`config.mk`:
```
export PLATFORM = sky130hd
export DESIGN_NAME = mem_port_arbiter
export DESIGN_NICKNAME = d
export VERILOG_FILES = /design/src/rtl/mem_arb_pkg.sv /design/src/rtl/arb_grant_2.sv /design/src/rtl/mem_port_arbiter.sv
export SDC_FILE = /design/constraint.sdc
export NUM_CORES = 1
export LEC_CHECK = 0
export BUFFER_PORTS_ARGS = -buffer_cell sky130_fd_sc_hd__buf_2
export CORE_AREA = 2 2 84 86
export CTS_BUF_LIST = sky130_fd_sc_hd__clkbuf_8 sky130_fd_sc_hd__clkbuf_16
export CTS_CLUSTER_DIAMETER = 60
export CTS_CLUSTER_SIZE = 28
export DETAILED_ROUTE_END_ITERATION = 16
export DIE_AREA = 0 0 86 88
export GPL_ROUTABILITY_DRIVEN = 0
export GPL_TIMING_DRIVEN = 1
export PLACE_DENSITY = 0.63
export REMOVE_ABC_BUFFERS = 1
export SLEW_MARGIN = 0
export SYNTH_ARGS = -nofsm -noshare
export SYNTH_HDL_FRONTEND = slang
export SYNTH_SLANG_ARGS = --single-unit
```
`constraint.sdc`:
```
create_clock -name clk_i -period 1.69 [get_ports clk_i]
set_input_delay 0.169 -clock clk_i [delete_from_list [all_inputs] [get_ports clk_i]]
set_output_delay 0.169 -clock clk_i [all_outputs]
set_load 0.01 [all_outputs]
```
`src/rtl/mem_arb_pkg.sv`:
```
// rtl/mem_arb_pkg.sv - shared types and constants for the unified-memory port arbiter
package mem_arb_pkg;

  localparam int DEF_ADDR_W = 13;
  localparam int DEF_DATA_W = 32;

  localparam logic [1:0] FMT_BYTE = 2'b00;
  localparam logic [1:0] FMT_HALF = 2'b01;
  localparam logic [1:0] FMT_WORD = 2'b10;

  typedef enum logic [1:0] {
    OWN_NONE  = 2'b00,
    OWN_INSTR = 2'b01,
    OWN_DATA  = 2'b10
  } owner_t;

endpackage

```
`src/rtl/arb_grant_2.sv`:
```
// rtl/arb_grant_2.sv - two-way grant: data priority with fetch starvation guard, or round robin (ARB_ROUND_ROBIN_EN)
module arb_grant_2 #(
  parameter int STARVE_MAX = 3
) (
  input  logic i_clk,
  input  logic i_rst,
  input  logic i_ireq,
  input  logic i_dreq,
  output logic o_igrant,
  output logic o_dgrant
);

  logic w_contend;
  assign w_contend = i_ireq & i_dreq;

`ifdef ARB_ROUND_ROBIN_EN
  // 1 = instruction port won the most recent grant.
  logic r_last_instr;

  always_comb begin
    o_igrant = w_contend ? ~r_last_instr : i_ireq;
    o_dgrant = i_dreq & ~o_igrant;
  end

  always_ff @(posedge i_clk) begin
    if (i_rst) begin
      r_last_instr <= 1'b1;
    end else if (o_igrant) begin
      r_last_instr <= 1'b1;
    end else if (o_dgrant) begin
      r_last_instr <= 1'b0;
    end
  end
`else
  logic [3:0] r_starve_cnt;
  logic       w_force_i;

  assign w_force_i = w_contend & (r_starve_cnt == 4'(STARVE_MAX));

  always_comb begin
    o_igrant = i_ireq & (~i_dreq | w_force_i);
    o_dgrant = i_dreq & ~o_igrant;
  end

  // Counts consecutive contentions lost by fetch; saturates so the force stays armed.
  always_ff @(posedge i_clk) begin
    if (i_rst) begin
      r_starve_cnt <= 4'd0;
    end else if (o_igrant | ~i_ireq) begin
      r_starve_cnt <= 4'd0;
    end else if (r_starve_cnt != 4'(STARVE_MAX)) begin
      r_starve_cnt <= r_starve_cnt + 4'd1;
    end
  end
`endif

endmodule

```
`src/rtl/mem_port_arbiter.sv`:
```
// rtl/mem_port_arbiter.sv - shares one sync RAM between fetch and data ports; ARB_ROUND_ROBIN_EN selects round robin
module mem_port_arbiter
  import mem_arb_pkg::*;
#(
  parameter int ADDR_W     = DEF_ADDR_W,
  parameter int DATA_W     = DEF_DATA_W,
  parameter int STARVE_MAX = 3
) (
  input  logic              clk_i,
  input  logic              rst_i,
  input  logic              i_req_i,
  input  logic [ADDR_W-1:0] i_addr_i,
  output logic              i_gnt_o,
  output logic              i_rvalid_o,
  output logic [DATA_W-1:0] i_rdata_o,
  input  logic              d_req_i,
  input  logic              d_we_i,
  input  logic [ADDR_W-1:0] d_addr_i,
  input  logic [DATA_W-1:0] d_wdata_i,
  input  logic [1:0]        d_format_i,
  input  logic              d_sign_i,
  output logic              d_gnt_o,
  output logic              d_rvalid_o,
  output logic [DATA_W-1:0] d_rdata_o,
  output logic              mem_en_o,
  output logic              mem_we_o,
  output logic [ADDR_W-1:0] mem_addr_o,
  output logic [DATA_W-1:0] mem_din_o,
  output logic [1:0]        mem_format_o,
  output logic              mem_sign_o,
  input  logic [DATA_W-1:0] mem_dout_i
);

  logic   w_i_req;
  logic   w_d_req;
  owner_t r_rd_owner;

  // Masking requests during reset keeps every grant and mem_* output low.
  assign w_i_req = i_req_i & ~rst_i;
  assign w_d_req = d_req_i & ~rst_i;

  arb_grant_2 #(
    .STARVE_MAX(STARVE_MAX)
  ) u_grant (
    .i_clk   (clk_i),
    .i_rst   (rst_i),
    .i_ireq  (w_i_req),
    .i_dreq  (w_d_req),
    .o_igrant(i_gnt_o),
    .o_dgrant(d_gnt_o)
  );

  always_comb begin
    mem_en_o     = 1'b0;
    mem_we_o     = 1'b0;
    mem_addr_o   = '0;
    mem_din_o    = '0;
    mem_format_o = 2'b00;
    mem_sign_o   = 1'b0;
    if (i_gnt_o) begin
      mem_en_o     = 1'b1;
      mem_addr_o   = i_addr_i;
      mem_format_o = FMT_WORD;
    end else if (d_gnt_o) begin
      mem_en_o     = 1'b1;
      mem_we_o     = d_we_i;
      mem_addr_o   = d_addr_i;
      mem_din_o    = d_wdata_i;
      mem_format_o = d_format_i;
      mem_sign_o   = d_sign_i;
    end
  end

  always_ff @(posedge clk_i) begin
    if (rst_i) begin
      r_rd_owner <= OWN_NONE;
    end else if (i_gnt_o) begin
      r_rd_owner <= OWN_INSTR;
    end else if (d_gnt_o & ~d_we_i) begin
      r_rd_owner <= OWN_DATA;
    end else begin
      r_rd_owner <= OWN_NONE;
    end
  end

  // A reset in the cycle after a grant drops that read's rvalid.
  assign i_rvalid_o = (r_rd_owner == OWN_INSTR) & ~rst_i;
  assign d_rvalid_o = (r_rd_owner == OWN_DATA) & ~rst_i;
  assign i_rdata_o  = mem_dout_i;
  assign d_rdata_o  = mem_dout_i;

endmodule

```
==> impl_metrics.toml, run 1 <==
[global_route]
track_usage_pct = 20.5
grt_pass1_wl_um = 10400
grt_max_degree = 26
grt_pass1_vias = 1292
antenna_found_initial = 0
gr-total-overflow = 0

[detailed_routing]
vias = 1276
wl_per_cell_um = 29.2
ant_nets = 0
totalWireLength_um = 8560
dr.pass1.iters = 4
drc = 0
drtIter0Drc = 33
via_per_inst = 4.35

[layout]
multiInputGateArea_um2 = 621
final_core_util_pct = 29.9
seqCellArea_um2 = 124
layout-drive-gt1-share_pct = 84.5
fin_nets = 314
final_area_mm2 = 0.00199
area_growth_syn_to_layout_pct = 76.4
antenna_cells = 0
num-fill-cells = 686

[cts]
worst_skew_pair.late_latency_ns = 0.22
holdBufCountCts = 0
cts_buffers = 3
clockBufferDepth = 2
root_buffer = "clkbuf_8"
clk_pin_slew_ns = 0.04
clock_sinks = 6
htreeDepth = 1
tritoncts = "yes"

[floorplanning]
die_w_um = 86
die_height_um = 88
dieArea_mm2 = 0.00757
std_cell_rows = 30
io_pins = 216
core-area_mm2 = 0.00664
start_util_pct = 16.9

[synth]
yosysSeqAreaShare_pct = 10.7
yosys.area.top_type = "buf_4"
synth_seq_cells = 6
synth_adder_area_share_pct = 1.11
synth_top_cell_area_share_pct = 42.7
yosys-top-cells-area = "buf_4 (43%), and2_1 (19%), dfxtp_1 (11%)"
synth_top_family_by_area = "buffers and inverters"
synthCells = 147
synth_area_per_cell_um2 = 7.66
synth_warnings = 0
netlist_area_mm2 = 0.00113
synth_xor_area_share_pct = 1.56
ys_types = 23
synth_mux_area_share_pct = 0
synth_compound_area_share_pct = 14.0
synth_simple_gate_area_share_pct = 26.4

[setup_path]
critical_path_peak_fanout = 15
rr_worst_depth = 6
cp_data_arrival_time_ns = 1.78
critical_path_class = "reg -> out"
start_kind = "flip-flop"
cp.required_ns = 1.52
endpoint_kind = "output pin"

[run_status]
failed_checks = "negative setup slack"
status = "finished, violations left"

[place]
dpl_cell_area_mm2 = 0.00138
portBuffers = 119
dp_hpwl_um = 6780

[timing]
slew_headroom_pct = 79.2
finalClockSkew_ns = 0.00769
hold_violations = 0
period_minus_slack_ns = 1.94
finalMaxSlewViolations = 0
rsz0062_at_grt = "yes"
setup_viol = 51
tightestPinTransition_ns = 0.311
clock.fmax_ghz = 0.514
fin_ws_ns = -0.255
post-route-period-util_pct = 115

[pwr]
p_per_area_mw_per_mm2 = 393
ir_worst_vdd_mv = 0.202
power_w = 0.000781
leakage_nw = 1.04

[run]
cap_violations = 0

[worst_hold_path]
hold_class = "in -> reg"
min_path_cells = 2
## per-layer routing
layer,routed length (um),global-route usage (%),up-vias
met4,257,6.06,0
met5,0,5.84,-
li1,-,-,546
met2,3610,31.9,177
met1,2920,19.4,539
met3,1780,18.9,14
## sequential cells by signal (all words and copies together) (netlist names)
register	cells
u_grant.r_starve_cnt	4
r_rd_owner	2
## layout make-up
class / count / area share [%]
clock buffer: 3 / 2.08
inverter: 2 / 0.378
multi-input combinational: 69 / 31.2
sequential: 6 / 6.23
tap: 80 / 5.04
timing repair buffer: 133 / 55.0
## power by group
group	leakage (nW)	switching, W	internal [W]	total (W)
Combinational	0.969	0.000169	0.000250	0.000419
Sequential	0.0502	0.00000225	0.000146	0.000148
Clock	0.0216	0.0000609	0.000153	0.000214
Total	1.04	0.000232	0.000549	0.000781
## final timing paths
| check | from | end | slack, ns |
|---|---|---|---|
| max | u_grant.r_starve_cnt[0]$_SDFFE_PP0P_ | mem_addr_o[12] | -0.25 |
| min | d_we_i | r_rd_owner[1]$_SDFF_PP0_ | 0.12 |
| max reg2reg | u_grant.r_starve_cnt[0]$_SDFFE_PP0P_ | r_rd_owner[1]$_SDFF_PP0_ | 0.25 |
| min reg2reg | u_grant.r_starve_cnt[0]$_SDFFE_PP0P_ | u_grant.r_starve_cnt[0]$_SDFFE_PP0P_ | 0.55 |
## cell families (layout without fill, tap and decap cells)
family,Yosys count,after routing
AOI/OAI and AO/OA,17,17
and+or+nand+nor,49,49
buffers and inverters,72,138
DFF,6,6
xor gates and xnor gates,2,2
adders and majority gates,1,1
## placed cells by master (no fill, tap or decap)
cell / netlist / routed
nor2b_1: 1 / 1
buf_2: 2 / 80
a22o_4: 0 / 3
and2_1: 35 / 1
buf_4: 64 / 2
dfxtp_2: 0 / 3
a311oi_4: 0 / 1
ha_4: 0 / 1
buf_8: 0 / 1
nor3b_1: 2 / 2
nand2b_1: 1 / 1
a21oi_1: 1 / 1
and2_4: 0 / 34
a21oi_4: 1 / 1
nor3_1: 4 / 4
a21o_1: 1 / 1
xnor2_1: 1 / 1
nand3_1: 1 / 1
buf_6: 1 / 42
buf_16: 0 / 2
or3b_4: 1 / 1
buf_12: 0 / 3
clkbuf_8: 0 / 3
a22o_1: 13 / 10
nand2_1: 1 / 1
inv_1: 2 / 2
dfxtp_1: 6 / 3
xor2_1: 1 / 1
nor2_1: 3 / 3
clkbuf_16: 0 / 3
## through the flow
stage	hold WS (ns)	setup slack, ns	TNS, ns	std cells
after CTS	0.111	-0.265	-7.11	290
after global placement	0.338	-0.0581	-0.143	280
final	0.121	-0.255	-9.36	293
after detailed placement	0.338	-0.0753	-0.213	280
after floorplan	0.241	-0.763	-37.80	77
after global routing	0.120	-0.330	-11.94	293
## synthesized netlist by cell type, drive strengths merged
cell type / number
nor3: 4
a21o: 1
xnor2: 1
nor2: 3
nand3: 1
and2: 35
ha: 1
a311oi: 1
or3b: 1
clkbuf: 3
nor2b: 1
nand2: 1
dfxtp: 6
a22o: 13
nor3b: 2
a21oi: 2
nand2b: 1
inv: 2
xor2: 1
buf: 67
## critical path, stage by stage, from the launching register on
cell	delay, ns
dfxtp_2	0.35
ha_4	0.14
or3b_4	0.40
a21oi_4	0.18
buf_12	0.16
a22o_1	0.18
buf_2	0.14
## timing repair
action                                  in CTS  in global routing
pin swaps                                   12                 27
endpoints found under the setup margin      51                 51
gates cloned                                 3                  4
gates resized for setup                     42                 52
buffers inserted                             4                  0
Note: power is estimated with default switching activity, not from simulation.
==> run 2: changes to the inputs <==
- CELL_PAD_IN_SITES_DETAIL_PLACEMENT: default -> 1
- CELL_PAD_IN_SITES_GLOBAL_PLACEMENT: default -> 2
- CORE_AREA: 2 2 84 86 -> default
- CORE_MARGIN: default -> 2
- CORE_UTILIZATION: default -> 10
- DIE_AREA: 0 0 86 88 -> default
- PLACE_DENSITY: 0.63 -> 0.88
- clock period: 1.69 -> 2.05 ns (I/O delays scaled with it)
==> impl_metrics.toml, run 2 (same netlist as run 1, synthesis figures left out) <==
[run_status]
status = "finished, final reports clean"

[cts]
clockBufferDepth = 2
tritoncts = "yes"
worst_skew_pair.late_latency_ns = 0.23
clock_sinks = 6
root_buffer = "clkbuf_16"
cts_buffers = 3
clk_pin_slew_ns = 0.03
htreeDepth = 1
holdBufCountCts = 0

[detailed_routing]
drc = 0
ant_nets = 0
totalWireLength_um = 6320
vias = 1258
dr.pass1.iters = 4
via_per_inst = 3.67
wl_per_cell_um = 18.4
drtIter0Drc = 42

[setup_path]
timing.critical_path.to = "mem_addr_o[2]"
reg2reg_from = "u_grant.r_starve_cnt[0]$_SDFFE_PP0P_"
cp.required_ns = 1.85
critical_path_peak_fanout = 7
cp_data_arrival_time_ns = 1.80
r2r_slack_ns = 0.67
start_kind = "flip-flop"
timing.rr.end = "u_grant.r_starve_cnt[2]$_SDFFE_PP0P_"
endpoint_kind = "output pin"
rr_worst_depth = 5
critical_path_class = "reg -> out"
startpoint = "u_grant.r_starve_cnt[0]$_SDFFE_PP0P_"

[floorplanning]
die_w_um = 110
dieArea_mm2 = 0.0121
die_height_um = 110
io_pins = 216
core-area_mm2 = 0.0109
std_cell_rows = 38
start_util_pct = 10.3

[layout]
largest_reg_flops = 4
num-fill-cells = 1372
layout.cells.most_common = "buf_2"
seqCellArea_um2 = 125
fin_nets = 304
top_register = "u_grant.r_starve_cnt"
multiInputGateArea_um2 = 509
final_area_mm2 = 0.00156
largestRegisters = "u_grant.r_starve_cnt x4, r_rd_owner x2"
area_growth_syn_to_layout_pct = 38.8
layout-drive-gt1-share_pct = 65.0
mostFrequentLayoutCells = "buf_2 (118), and2_1 (35), a22o_1 (13)"
antenna_cells = 0

[timing]
period_minus_slack_ns = 2.00
tightestPinTransition_ns = 0.283
clock.fmax_ghz = 0.499
finalMaxSlewViolations = 0
finalClockSkew_ns = 0.000500
fin_ws_ns = 0.0469
slew_headroom_pct = 81.2
post-route-period-util_pct = 97.7
setup_viol = 0
rsz0062_at_grt = "yes"
hold_violations = 0
hold_slack_ns = 0.159

[run]
cap_violations = 0

[pwr]
ir_worst_vdd_mv = 0.307
p_per_area_mw_per_mm2 = 416
leakage_nw = 0.859
power_w = 0.000650

[place]
portBuffers = 119
dp_hpwl_um = 5040
place_ws_ns = 0.178
dpl_cell_area_mm2 = 0.00144

[global_route]
grt_pass1_vias = 1193
gr-total-overflow = 0
track_usage_pct = 9.38
grt_pass1_wl_um = 7890
grt_max_degree = 52
antenna_found_initial = 0

[worst_hold_path]
min-delay-start = "d_we_i"
hold_class = "in -> reg"
run 2: changes by cell type in the layout (fill, tap and decap cells not counted), sizes merged:
cell / before / now
clkbuf: 6 / 4
buf: 130 / 122
run 2: power by group:
part           leakage [nW]  switching [W]  internal, W
Combinational         0.772      0.0000996     0.000115
Sequential           0.0500     0.00000194     0.000120
Clock                0.0370      0.0000636     0.000250
Total                 0.859       0.000165     0.000485
run 2: stage by stage:
stage               setup TNS, ns  cells  utilization (%)
floorplan                  -21.24     77                -
global placement                0    338             13.1
detailed placement              0    338             13.1
CTS                             0    341             13.9
global route              -0.0413    343             14.3
finish                          0    343             14.3
run 2: per-layer routing:
metal	vias up	share of wire (%)	GRT usage, %
met5	-	0.63	4.02
met4	2	0.68	1.79
met3	6	18	9.29
met2	132	38	10.7
met1	592	42	11.8
li1	526	-	-
run 2: worst min-delay path by stage:
stage                                    end  slack (ns)  cells past startpoint
floorplan           r_rd_owner[1]$_SDFF_PP0_        0.28                      1
global placement    r_rd_owner[1]$_SDFF_PP0_        0.38                      2
detailed placement  r_rd_owner[1]$_SDFF_PP0_        0.39                      2
CTS                 r_rd_owner[1]$_SDFF_PP0_        0.16                      2
global route        r_rd_owner[1]$_SDFF_PP0_        0.16                      2
finish              r_rd_owner[1]$_SDFF_PP0_        0.16                      2
run 2: what timing repair did:
action                     CTS  global route
cloned                       0             1
resized for setup            4             2
pin swaps                    1             5
setup buffers                0             1
setup endpoints to repair   14             1
run 2: area by class of cell:
class	instances	area share [%]
multi-input cells	69	32.6
inverters	2	0.480
well taps	140	11.2
clock buffers	3	4.80
repair buffers	123	42.9
flip-flops and latches	6	8.01
run 2: critical path: stages, from the launching register on:
cell and delay, ns:
dfxtp_4 0.35, ha_4 0.16, or3b_4 0.40, a21oi_4 0.21
clkbuf_16 0.19, a22o_1 0.14, buf_2 0.12
==> run 3: changes to the inputs <==
- PLACE_DENSITY: 0.88 -> 0.92
- clock period: 2.05 -> 1.8 ns (I/O delays scaled with it)
==> impl_metrics.toml, run 3 (same netlist as run 1, synthesis figures left out) <==
[run_status]
failed_checks = "negative setup slack"
status = "finished, violations left"

[global_route]
grt_max_degree = 23
track_usage_pct = 11.0
grt_pass1_vias = 1351
grt_pass1_wl_um = 9140
gr-total-overflow = 0
antenna_found_initial = 3

[setup_path]
timing.rr.end = "r_rd_owner[1]$_SDFF_PP0_"
endpoint_kind = "output pin"
cp.required_ns = 1.62
critical_path_peak_fanout = 7
cp.depth = 6
path_buf_inv = 2
path_cells = "ha_4 > or3b_4 > a21oi_4 > clkbuf_16 > a22o_1 > buf_2"
r2r_slack_ns = 0.38
rr_worst_depth = 6
reg2reg_from = "u_grant.r_starve_cnt[1]$_SDFFE_PP0P_"
startpoint = "u_grant.r_starve_cnt[1]$_SDFFE_PP0P_"
timing.critical_path.to = "mem_addr_o[5]"
cp_data_arrival_time_ns = 1.76
slowest_delay_ns = 0.39
path_delay_family = "simple AND/OR/NAND/NOR gates"
start_kind = "flip-flop"
critical_path_class = "reg -> out"
critPathSlowestCell = "or3b_4"

[timing]
period_minus_slack_ns = 1.94
rsz0062_at_grt = "yes"
slew_headroom_pct = 81.0
fin_ws_ns = -0.137
hold_violations = 0
post-route-period-util_pct = 108
hold_slack_ns = 0.131
finalMaxSlewViolations = 0
clock.fmax_ghz = 0.516
tightestPinTransition_ns = 0.285
finalClockSkew_ns = 0.00153
setup_viol = 49

[layout]
largest_reg_flops = 4
largestRegisters = "u_grant.r_starve_cnt x4, r_rd_owner x2"
layout-drive-gt1-share_pct = 78.6
layout.cells.most_common = "buf_2"
mostFrequentLayoutCells = "buf_2 (92), buf_6 (31), and2_4 (25)"
fin_nets = 316
area_growth_syn_to_layout_pct = 76.2
top_register = "u_grant.r_starve_cnt"
layoutNonFillerInstCount = 356

[pwr]
p_per_area_mw_per_mm2 = 430
leakage_nw = 1.02
ir_worst_vdd_mv = 0.202

[cts]
worst_skew_pair.late_latency_ns = 0.23
holdBufCountCts = 0
clk_pin_slew_ns = 0.04
tritoncts = "yes"
cts_buffers = 3
htreeDepth = 1
clockBufferDepth = 2
clock_sinks = 6
root_buffer = "clkbuf_16"

[floorplanning]
std_cell_rows = 38
die_height_um = 110
start_util_pct = 10.3
core-area_mm2 = 0.0109
die_w_um = 110
io_pins = 216
dieArea_mm2 = 0.0121

[detailed_routing]
totalWireLength_um = 7750
wl_per_cell_um = 21.8
drtIter0Drc = 38
ant_nets = 0
via_per_inst = 3.76
drc = 0
vias = 1339
dr.pass1.iters = 4

[worst_hold_path]
hold_class = "in -> reg"

[place]
portBuffers = 119
placedCellCount = 340
dp_hpwl_um = 5470

[run]
cap_violations = 0
==> run 3: worst min-delay path by stage <==
stage | from | endpoint | slack (ns) | depth (start not counted)
floorplan | d_we_i | r_rd_owner[1]$_SDFF_PP0_ | 0.25 | 1
global placement | d_we_i | r_rd_owner[1]$_SDFF_PP0_ | 0.35 | 2
detailed placement | d_we_i | r_rd_owner[1]$_SDFF_PP0_ | 0.36 | 2
CTS | d_we_i | r_rd_owner[1]$_SDFF_PP0_ | 0.12 | 2
global route | d_we_i | r_rd_owner[1]$_SDFF_PP0_ | 0.15 | 2
finish | d_we_i | r_rd_owner[1]$_SDFF_PP0_ | 0.13 | 2
==> run 3: repair_timing <==
action,4_1_cts,5_1_grt
pin swaps,16,27
buffers inserted,5,2
setup endpoints to repair,51,51
cloned,4,3
hold endpoints to repair,0,0
resized for setup,16,51
==> run 3: power by group <==
part / total (W) / switching, W / internal [W] / leakage (nW)
Sequential: 0.000139 / 0.00000221 / 0.000137 / 0.0497
Clock: 0.000361 / 0.0000754 / 0.000285 / 0.0370
Combinational: 0.000352 / 0.000143 / 0.000209 / 0.933
==> run 3: layer usage <==
layer | vias up | track usage (%) | share of wire (%)
met4 | 2 | 0.893 | 0.83
met1 | 623 | 13.3 | 38
li1 | 554 | - | -
met3 | 6 | 11.0 | 21
met5 | - | 2.68 | 0.26
met2 | 154 | 13.8 | 40
==> run 3: through the flow <==
stage	TNS, ns	power [W]	util (%)	instance area (um2)	setup WS [ns]
global placement	0	0.000375	13.3	1450	0.113
CTS	-5.15	0.000806	15.9	1740	-0.154
finish	-4.12	0.000852	18.1	1980	-0.137
floorplan	-32.74	0.000233	-	613	-0.664
global route	-6.99	0.000890	18.1	1980	-0.208
detailed placement	0	0.000384	13.3	1450	0.0506
==> run 3: final cells by class <==
| class | count | area [um2] |
|---|---|---|
| inverter | 2 | 7.51 |
| multi-input combinational | 69 | 572 |
| antenna | 1 | 2.50 |
| sequential | 6 | 123 |
| fill | 1314 | 8950 |
| tap | 140 | 175 |
| clock buffer | 3 | 75.1 |
| timing repair buffer | 135 | 1030 |
